$ cat config.mk
export PLATFORM = sky130hd
export DESIGN_NAME = pipe_stage_chain
export DESIGN_NICKNAME = d
export VERILOG_FILES = /design/src/rtl/pipe_stage_chain.sv
export SDC_FILE = /design/constraint.sdc
export NUM_CORES = 1
export LEC_CHECK = 0
export CORE_MARGIN = 2
export CORE_UTILIZATION = 53
export CTS_BUF_LIST = sky130_fd_sc_hd__clkbuf_16
export CTS_CLUSTER_DIAMETER = 40
export CTS_CLUSTER_SIZE = 28
export DETAILED_ROUTE_END_ITERATION = 12
export HOLD_SLACK_MARGIN = 0.03
export PLACE_DENSITY = 0.84
export REMOVE_ABC_BUFFERS = 1
export SLEW_MARGIN = 20
export SYNTH_ARGS = -nofsm -noshare
export SYNTH_HDL_FRONTEND = slang
export SYNTH_SLANG_ARGS = --single-unit
$ cat constraint.sdc
create_clock -name CLK -period 6.2 [get_ports CLK]
set_clock_uncertainty 0.15 [all_clocks]
set_input_delay 1.86 -clock CLK [delete_from_list [all_inputs] [get_ports CLK]]
set_output_delay 1.86 -clock CLK [all_outputs]
set_load 0.01 [all_outputs]
$ cat src/rtl/pipe_stage_chain.sv
// pipe_stage_chain: DEPTH-deep chain of valid/ready register stages with
// bubble collapse, synchronous flush and asynchronous active-high reset.
// Optional feature: define PIPE_OCC_EN to add the occupancy port and counter.
module pipe_stage_chain #(
    parameter int WL    = 32,
    parameter int DEPTH = 2
) (
    input  logic          CLK,
    input  logic          RST,
    input  logic          in_valid,
    output logic          in_ready,
    input  logic [WL-1:0] in_data,
    output logic          out_valid,
    input  logic          out_ready,
    output logic [WL-1:0] out_data,
    input  logic          flush
`ifdef PIPE_OCC_EN
    ,
    output logic [$clog2(DEPTH+1)-1:0] occupancy
`endif
);

    logic [DEPTH-1:0] r_valid;
    logic [WL-1:0]    r_data [DEPTH];

    logic [DEPTH-1:0] w_ready;
    logic [DEPTH-1:0] w_prev_valid;
    logic [WL-1:0]    w_prev_data [DEPTH];
    logic             w_in_xfer;

    localparam logic [DEPTH-1:0] AllOnes = {DEPTH{1'b1}};

    // Stage k may load when some stage at or ahead of it is empty, or downstream drains.
    always_comb begin
        w_ready = '0;
        for (int k = 0; k < DEPTH; k++) begin
            w_ready[k] = out_ready | ((r_valid >> k) != (AllOnes >> k));
        end
    end

    assign in_ready  = w_ready[0] & ~flush & ~RST;
    assign w_in_xfer = in_valid & in_ready;

    // Predecessor of each stage: upstream port for stage 0, previous stage otherwise.
    always_comb begin
        w_prev_valid    = '0;
        w_prev_valid[0] = w_in_xfer;
        w_prev_data[0]  = in_data;
        for (int k = 1; k < DEPTH; k++) begin
            w_prev_valid[k] = r_valid[k-1];
            w_prev_data[k]  = r_data[k-1];
        end
    end

    // Stage registers: flush drops valid bits only; stalled stages hold.
    always_ff @(posedge CLK or posedge RST) begin
        if (RST) begin
            r_valid <= '0;
            for (int k = 0; k < DEPTH; k++) begin
                r_data[k] <= '0;
            end
        end else if (flush) begin
            r_valid <= '0;
        end else begin
            for (int k = 0; k < DEPTH; k++) begin
                if (w_ready[k]) begin
                    r_valid[k] <= w_prev_valid[k];
                    r_data[k]  <= w_prev_data[k];
                end
            end
        end
    end

    assign out_valid = r_valid[DEPTH-1];
    assign out_data  = r_data[DEPTH-1];

`ifdef PIPE_OCC_EN
    localparam int unsigned OccW = $clog2(DEPTH+1);

    logic [OccW-1:0] r_occ;
    logic            w_out_xfer;

    assign w_out_xfer = out_valid & out_ready;

    // Count of valid stages, tracked from port transfers.
    always_ff @(posedge CLK or posedge RST) begin
        if (RST) begin
            r_occ <= '0;
        end else if (flush) begin
            r_occ <= '0;
        end else if (w_in_xfer && !w_out_xfer) begin
            r_occ <= r_occ + OccW'(1);
        end else if (!w_in_xfer && w_out_xfer) begin
            r_occ <= r_occ - OccW'(1);
        end
    end

    assign occupancy = r_occ;
`endif

endmodule

; ---- Word-level counts from Yosys, hierarchy flattened
; Cells that the tools add are included.
[classes]
eq_ne = 1
n_mux = 3
bitwise_logic = 8
n_reduce_logical = 4
[ops]
columns = op, n
row1 = AND reduction 2 bit, 2
row2 = nonzero test 2 bit, 2
row3 = bitwise AND 1 bit, 3
row4 = inverter 1 bit, 3
row5 = 2-to-1 mux 1 bit, 2
row6 = 2-to-1 mux 2 bit, 1
row7 = inequality test 2 bit (second input constant), 1
row8 = OR 1 bit, 2
[word_totals]
reg_bits = 66
input_bits = 37
out_inout_bits = 34
wordCells = 20

; ---- Longest topological paths before layout
; Gate-level depths: netlist of the first run.
[depth]
word_depth = 7
mapped_depth = 4
depth_no_buf = 3

; ---- Worst setup path after synthesis of the first run
; No wires, ideal clock.
[synth_timing]
path_kind = input to output
startpoint = input port RST
endpoint = output port in_ready
arrival_ns = 3.588
setup_slack_ns = 0.602
cell_stages = 2
path_buffers = 0
path_cell_list = inv_1 > and2_1
[synth_via]
elab_chain_cells = 2
[synth_rtl]
columns = element, line_no
row1 = start: declaration, 9  ; input logic RST,
row2 = inverter 1 bit, 41  ; assign in_ready = w_ready[0] & ~flush & ~RST;
row3 = bitwise AND 1 bit, 41
row4 = end: declaration, 11  ; output logic in_ready,
; Every way passes these cells.

; ---- Worst setup path after layout of the first run
[layout_timing]
startpoint = input port out_ready
endpoint = output port in_ready
[layout_via]
elab_chain_cells = 3
[layout_rtl]
columns = element, line_no
row1 = start: declaration, 14  ; input logic out_ready,
row2 = OR 1 bit, 37  ; w_ready[k] = out_ready | ((r_valid >> k) != (AllOnes >> k));
row3 = bitwise AND 1 bit (2 in series), 41
; Every way passes these cells.

==> results of run 1 <==
placed cells by master, fill, tap and decap left out:
cell and count:
mux2_2 33, clkinv_2 2, buf_4 2, clkdlybuf4s50_1 70, clkinv_1 2, and2_1 1
inv_2 1, nor2_4 1, dfrtp_1 66, mux2_4 29, nor2_1 2, mux2_1 2
bufinv_16 3, clkbuf_16 9, a21oi_1 1, nand2_1 2, a21oi_4 1, nor2b_4 1
power breakdown:
part / internal (mW) / leakage (nW) / switching, mW / total [mW]
clock: 0.388 / 0.164 / 0.169 / 0.557
sequential: 0.487 / 0.777 / 0.0284 / 0.515
combinational: 0.137 / 0.682 / 0.0710 / 0.208
sequential cells by signal, summed over array words and instances (netlist names):
signal / count
r_valid: 2
out_data: 32
r_data: 32
worst max-delay path, cell delays in order:
cell and delay (ns):
clkdlybuf4s50_1 0.51, nor2b_4 0.08, a21oi_4 0.14, and2_1 0.13, clkdlybuf4s50_1 0.52
metrics by stage:
stage               cell area (sq um)  cells   util
floorplan                        2550    140      -
global placement                 3360    282  0.649
detailed placement               3360    282  0.649
CTS                              3690    298  0.713
global route                     3690    298  0.713
finish                           3690    298  0.713
layout make-up:
cell class | count | area, sq um
clock buffers | 9 | 225
clock inverters | 7 | 108
fillers | 348 | 1480
inverters | 1 | 3.75
multi-input cells | 73 | 897
flip-flops and latches | 66 | 1650
well taps | 70 | 87.6
repair buffers | 72 | 716
metal layers:
layer | vias to the layer above | global-route usage
li1 | 667 | -
met1 | 750 | 0.229
met2 | 51 | 0.275
met3 | 4 | 0.0651
met4 | 0 | 0.0643
met5 | - | 0
cells by family after synthesis:
kind of cell | Yosys count
flops | 66
buf+inv | 39
compound gates | 2
mux | 64
simple gates | 7
path summary, 6_finish.rpt:
check,end,slack [ns],cells past startpoint
setup / recovery,in_ready,0.95,5
hold / removal,out_data[6]$_DFFE_PP0P_,0.34,1
setup reg to reg,out_data[25]$_DFFE_PP0P_,4.24,3
hold reg to reg,out_data[6]$_DFFE_PP0P_,0.34,1
max in group asynchronous,out_data[24]$_DFFE_PP0P_,3.37,3
min in group asynchronous,r_data[48]$_DFFE_PP0P_,2.03,3
==> impl_metrics.tcl, run 1 <==
set metrics [dict create \
    outcome "complete, no violations" \
    floorplan.die_area_sq_um 6000 \
    vdd_drop_max_mv 0.203 \
    hp-start "out_data[6]$_DFFE_PP0P_" \
    worst_slew_pin_slew_ns 0.963 \
    fin_ws_ns 0.946 \
    synth_edf_count 0 \
    start_util 0.553 \
    wl_met2_mm 2.34 \
    htree_levels 3 \
    yosys.area.top_type_share 0.577 \
    dpl.hpwl_mm 3.15 \
    tns_ns 0 \
    synthFlopType "dfrtp_1" \
    ys_async_sr_fraction 1.00 \
    ys_seq_elements 66 \
    antenna_found_initial 0 \
    ys_types 14 \
    row_count 26 \
    hold_viol_final 0 \
    grt_pass1_vias 1574 \
    grt_pass1_wl_mm 7.97 \
    drtPass1Iterations 4 \
    gp_congestion 0.754 \
    nNetsFinal 260 \
    synthAdderAreaFrac 0 \
    clk_path_buf_depth 2 \
    cts.repair.resized 0 \
    cts_root_buf "clkbuf_16" \
    rsz0062_at_grt "no" \
    cts_sinks 66 \
    postCtsSetupRepairBufs 0 \
    cp-startpoint "out_ready" \
    worstPathRequired_ns 4.19 \
    hold_buffers 0 \
    setup_viol 0 \
    synthCells 178 \
    io_pins 71 \
    vias 1472 \
    crit_fanout 4 \
    drtIter0Drc 56 \
    wl_per_cell_um 16.2 \
    coreArea_sq_um 5170 \
    dieHeight_um 77.5 \
    seq_area_frac_synth 0.577 \
    clkLatencyLatePin_ns 0.32 \
    wl_mm 4.84 \
    total_power_mw 1.28 \
    yosysMostFrequentCell "dfrtp_1" \
    post-route-drc-count 0 \
    cap_violations 0 \
    avgSynthCellArea_sq_um 16.1 \
    antenna_cells 0 \
    crit_type "input port to output pin" \
    cp.arrival_ns 3.24 \
    cts_made_buffers 9 \
    io_buffers 70 \
    power.density_nw_per_um2 347 \
    cellLeakagePower_nw 1.62 \
    grt.overflow.total 0 \
    maxSlewViolCount 0 \
    synthXorXnorAreaFrac 0 \
    maxSlewHeadroom 0.357 \
    synth_top_area_cell "dfrtp_1" \
    drive_gt1_frac 0.360 \
    die_x_um 77.5 \
    synth_common_cells "66 x dfrtp_1, 33 x mux2_2, 32 x buf_4, 29 x mux2_4, 6 x buf_6" \
    grt_max_degree 68 \
    whs_ns 0.344 \
    synth_compound_area_frac 0.00744 \
    synth_area_leaders "dfrtp_1 58%, mux2_4 15%, mux2_2 13%" \
    synthMuxAreaShare 0.290 \
    layout_min_cycle_time_ns 5.25 \
    r2r-start "r_valid[1]$_DFFE_PP0P_" \
    synth_top_family_by_area "multiplexers" \
    met3_length_um 216 \
    ys.warnings.count 0 \
    end_kind "output pin" \
    top_layer "met4" \
    syn_area_sq_um 2860 \
    ant_nets 0 \
    place_ws_ns 0.942 \
    startpoint_type "input port" \
    area_growth_pct 29.0 \
    path_clk_slew_ns 0.05 \
    fmax_mhz 190 \
    hp-class "flop to flop" \
    cts_tree "yes" \
    yosys.area_share.simple 0.0162 \
    finalCritPeriodShare 0.847 \
    wl_met1_mm 2.22 \
    viasPerCell 4.94 \
    grt_use_total 0.177 \
]
Note: power is estimated with default switching activity, not from simulation.
==> run 2, diff against run 1 <==
- CORE_UTILIZATION: 53 -> 44
- PLACE_DENSITY: 0.84 -> 0.74
- clock period: 6.2 -> 4.6 ns (I/O delays scaled with it)
==> impl_metrics.tcl, run 2 (same netlist as run 1, synthesis figures left out) <==
set metrics [dict create \
    worstPathRequired_ns 3.07 \
    outcome "complete, no violations" \
    cts_tree "yes" \
    antenna_cells 0 \
    cp.arrival_ns 2.75 \
    p_int_mw 1.30 \
    swShare 0.212 \
    die_x_um 84.6 \
    floorplan.die_area_sq_um 7160 \
    startpoint_type "input port" \
    final_cell_mix "70 x clkdlybuf4s50_1, 66 x dfrtp_1, 33 x mux2_2" \
    crit_type "input port to output pin" \
    wl_mm 4.80 \
    viasPerCell 4.74 \
    rsz0062_at_grt "no" \
    final_common_cell "clkdlybuf4s50_1" \
    gp_congestion 0.804 \
    worst_slew_pin_slew_ns 0.846 \
    r2r-end "r_data[61]$_DFFE_PP0P_" \
    instances_no_fill 304 \
    coreArea_sq_um 6310 \
    start_util 0.453 \
    fmax_mhz 234 \
    drtIter0Drc 47 \
    reg2regPathDepth 4 \
    area_growth_pct 28.3 \
    clk_path_buf_depth 2 \
    dieHeight_um 84.6 \
    antenna_found_initial 0 \
    crit_fanout 4 \
    hold_buffers 0 \
    vias 1442 \
    maxSlewViolCount 0 \
    cts_root_buf "clkbuf_16" \
    total_power_mw 1.65 \
    holdPathStages 1 \
    finalCritPeriodShare 0.930 \
    switchingPower_mw 0.350 \
    wl_per_cell_um 15.8 \
    io_pins 71 \
    wl_met2_mm 2.25 \
    cap_violations 0 \
    grt_pass1_vias 1575 \
    clkLatencyLatePin_ns 0.31 \
    wl_met1_mm 2.14 \
    hp-start "out_data[7]$_DFFE_PP0P_" \
    top_layer "met4" \
    end_kind "output pin" \
    maxSlewHeadroom 0.436 \
    ant_nets 0 \
    row_count 29 \
    cts_sinks 66 \
    p_clk_frac 0.411 \
    cp_cell_sequence "clkdlybuf4s50_1 > nor2b_4 > a21oi_4 > and2_1 > clkdlybuf4s50_1" \
    min_to "out_data[7]$_DFFE_PP0P_" \
    post-route-drc-count 0 \
    dpl_cell_area_sq_um 3370 \
    layout_min_cycle_time_ns 4.28 \
    io_buffers 70 \
    tns_ns 0 \
    drive_gt1_frac 0.357 \
    hp-class "flop to flop" \
    nFillCells 520 \
    grt_pass1_wl_mm 8.13 \
    pwr-share-comb 0.169 \
    vdd_drop_max_mv 0.283 \
    worst_path_most_repeated_cell "clkdlybuf4s50_1" \
    rrSetupSlack_ns 2.73 \
    power.density_nw_per_um2 451 \
    max_stage_delay_ns 0.52 \
    drtPass1Iterations 4 \
    cts.repair.resized 0 \
    cpMaxStageDelayCell "clkdlybuf4s50_1" \
    path_clk_slew_ns 0.05 \
    hold_viol_final 0 \
    cts_made_buffers 9 \
    place_ws_ns 0.316 \
    fin_ws_ns 0.320 \
    postCtsSetupRepairBufs 0 \
    r2r-start "r_valid[1]$_DFFE_PP0P_" \
    grt_max_degree 68 \
    nNetsFinal 261 \
    grt_use_total 0.150 \
    grt.overflow.total 0 \
    dpl.hpwl_mm 3.11 \
    htree_levels 3 \
    postLayoutCellArea_sq_um 3670 \
    met3_length_um 205 \
    cellLeakagePower_nw 1.61 \
    power_frac_seq 0.420 \
    dp.cells 290 \
    setup_viol 0 \
]
run 2: cell count changes in the layout (fill, tap and decap cells not counted):
| cell | previous run | this run |
|---|---|---|
| buf_4 | 2 | 3 |
| inv_1 | 0 | 1 |
| bufinv_16 | 3 | 2 |
| clkinv_1 | 2 | 1 |
| clkinv_2 | 2 | 1 |
run 2: metal layers:
| layer | GRT usage | vias up |
|---|---|---|
| li1 | - | 666 |
| met1 | 0.203 | 717 |
| met2 | 0.213 | 47 |
| met3 | 0.0344 | 12 |
| met4 | 0.102 | 0 |
| met5 | 0 | - |
run 2: how the worst max path moves through the flow:
stage	startpoint	endpoint	slack, ns	depth (start not counted)
after floorplan	RST	in_ready	-0.04	2
after global placement	out_ready	in_ready	0.33	5
after detailed placement	out_ready	in_ready	0.32	5
after CTS	out_ready	in_ready	0.32	5
after global routing	out_ready	in_ready	0.26	5
final	out_ready	in_ready	0.32	5
run 2: layout make-up:
cell class	count	area [sq um]	area share
Clock buffer	9	225	0.0614
Clock inverter	5	72.6	0.0198
Inverter	1	3.75	0.00102
Multi-Input combinational cell	73	897	0.244
Sequential cell	66	1650	0.450
Tap cell	77	96.3	0.0263
Timing Repair Buffer	73	723	0.197
run 2: stage by stage:
stage	util	hold WS [ns]
floorplan	-	0.314
global placement	0.534	0.326
detailed placement	0.534	0.338
CTS	0.581	0.355
global route	0.581	0.361
finish	0.581	0.344
run 2: power by group through the flow:
stage | sequential [mW] | clock, mW | combinational, mW
floorplan | 0.720 | 0 | 0.112
global placement | 0.701 | 0 | 0.279
detailed placement | 0.703 | 0 | 0.284
CTS | 0.695 | 0.702 | 0.285
global route | 0.704 | 0.732 | 0.299
finish | 0.694 | 0.680 | 0.279
run 2: critical path, delay by kind of cell:
| family | cells | cell delay [ns] |
|---|---|---|
| and+or+nand+nor | 2 | 0.20 |
| buffers and inverters | 2 | 1.02 |
| AOI/OAI and AO/OA | 1 | 0.14 |
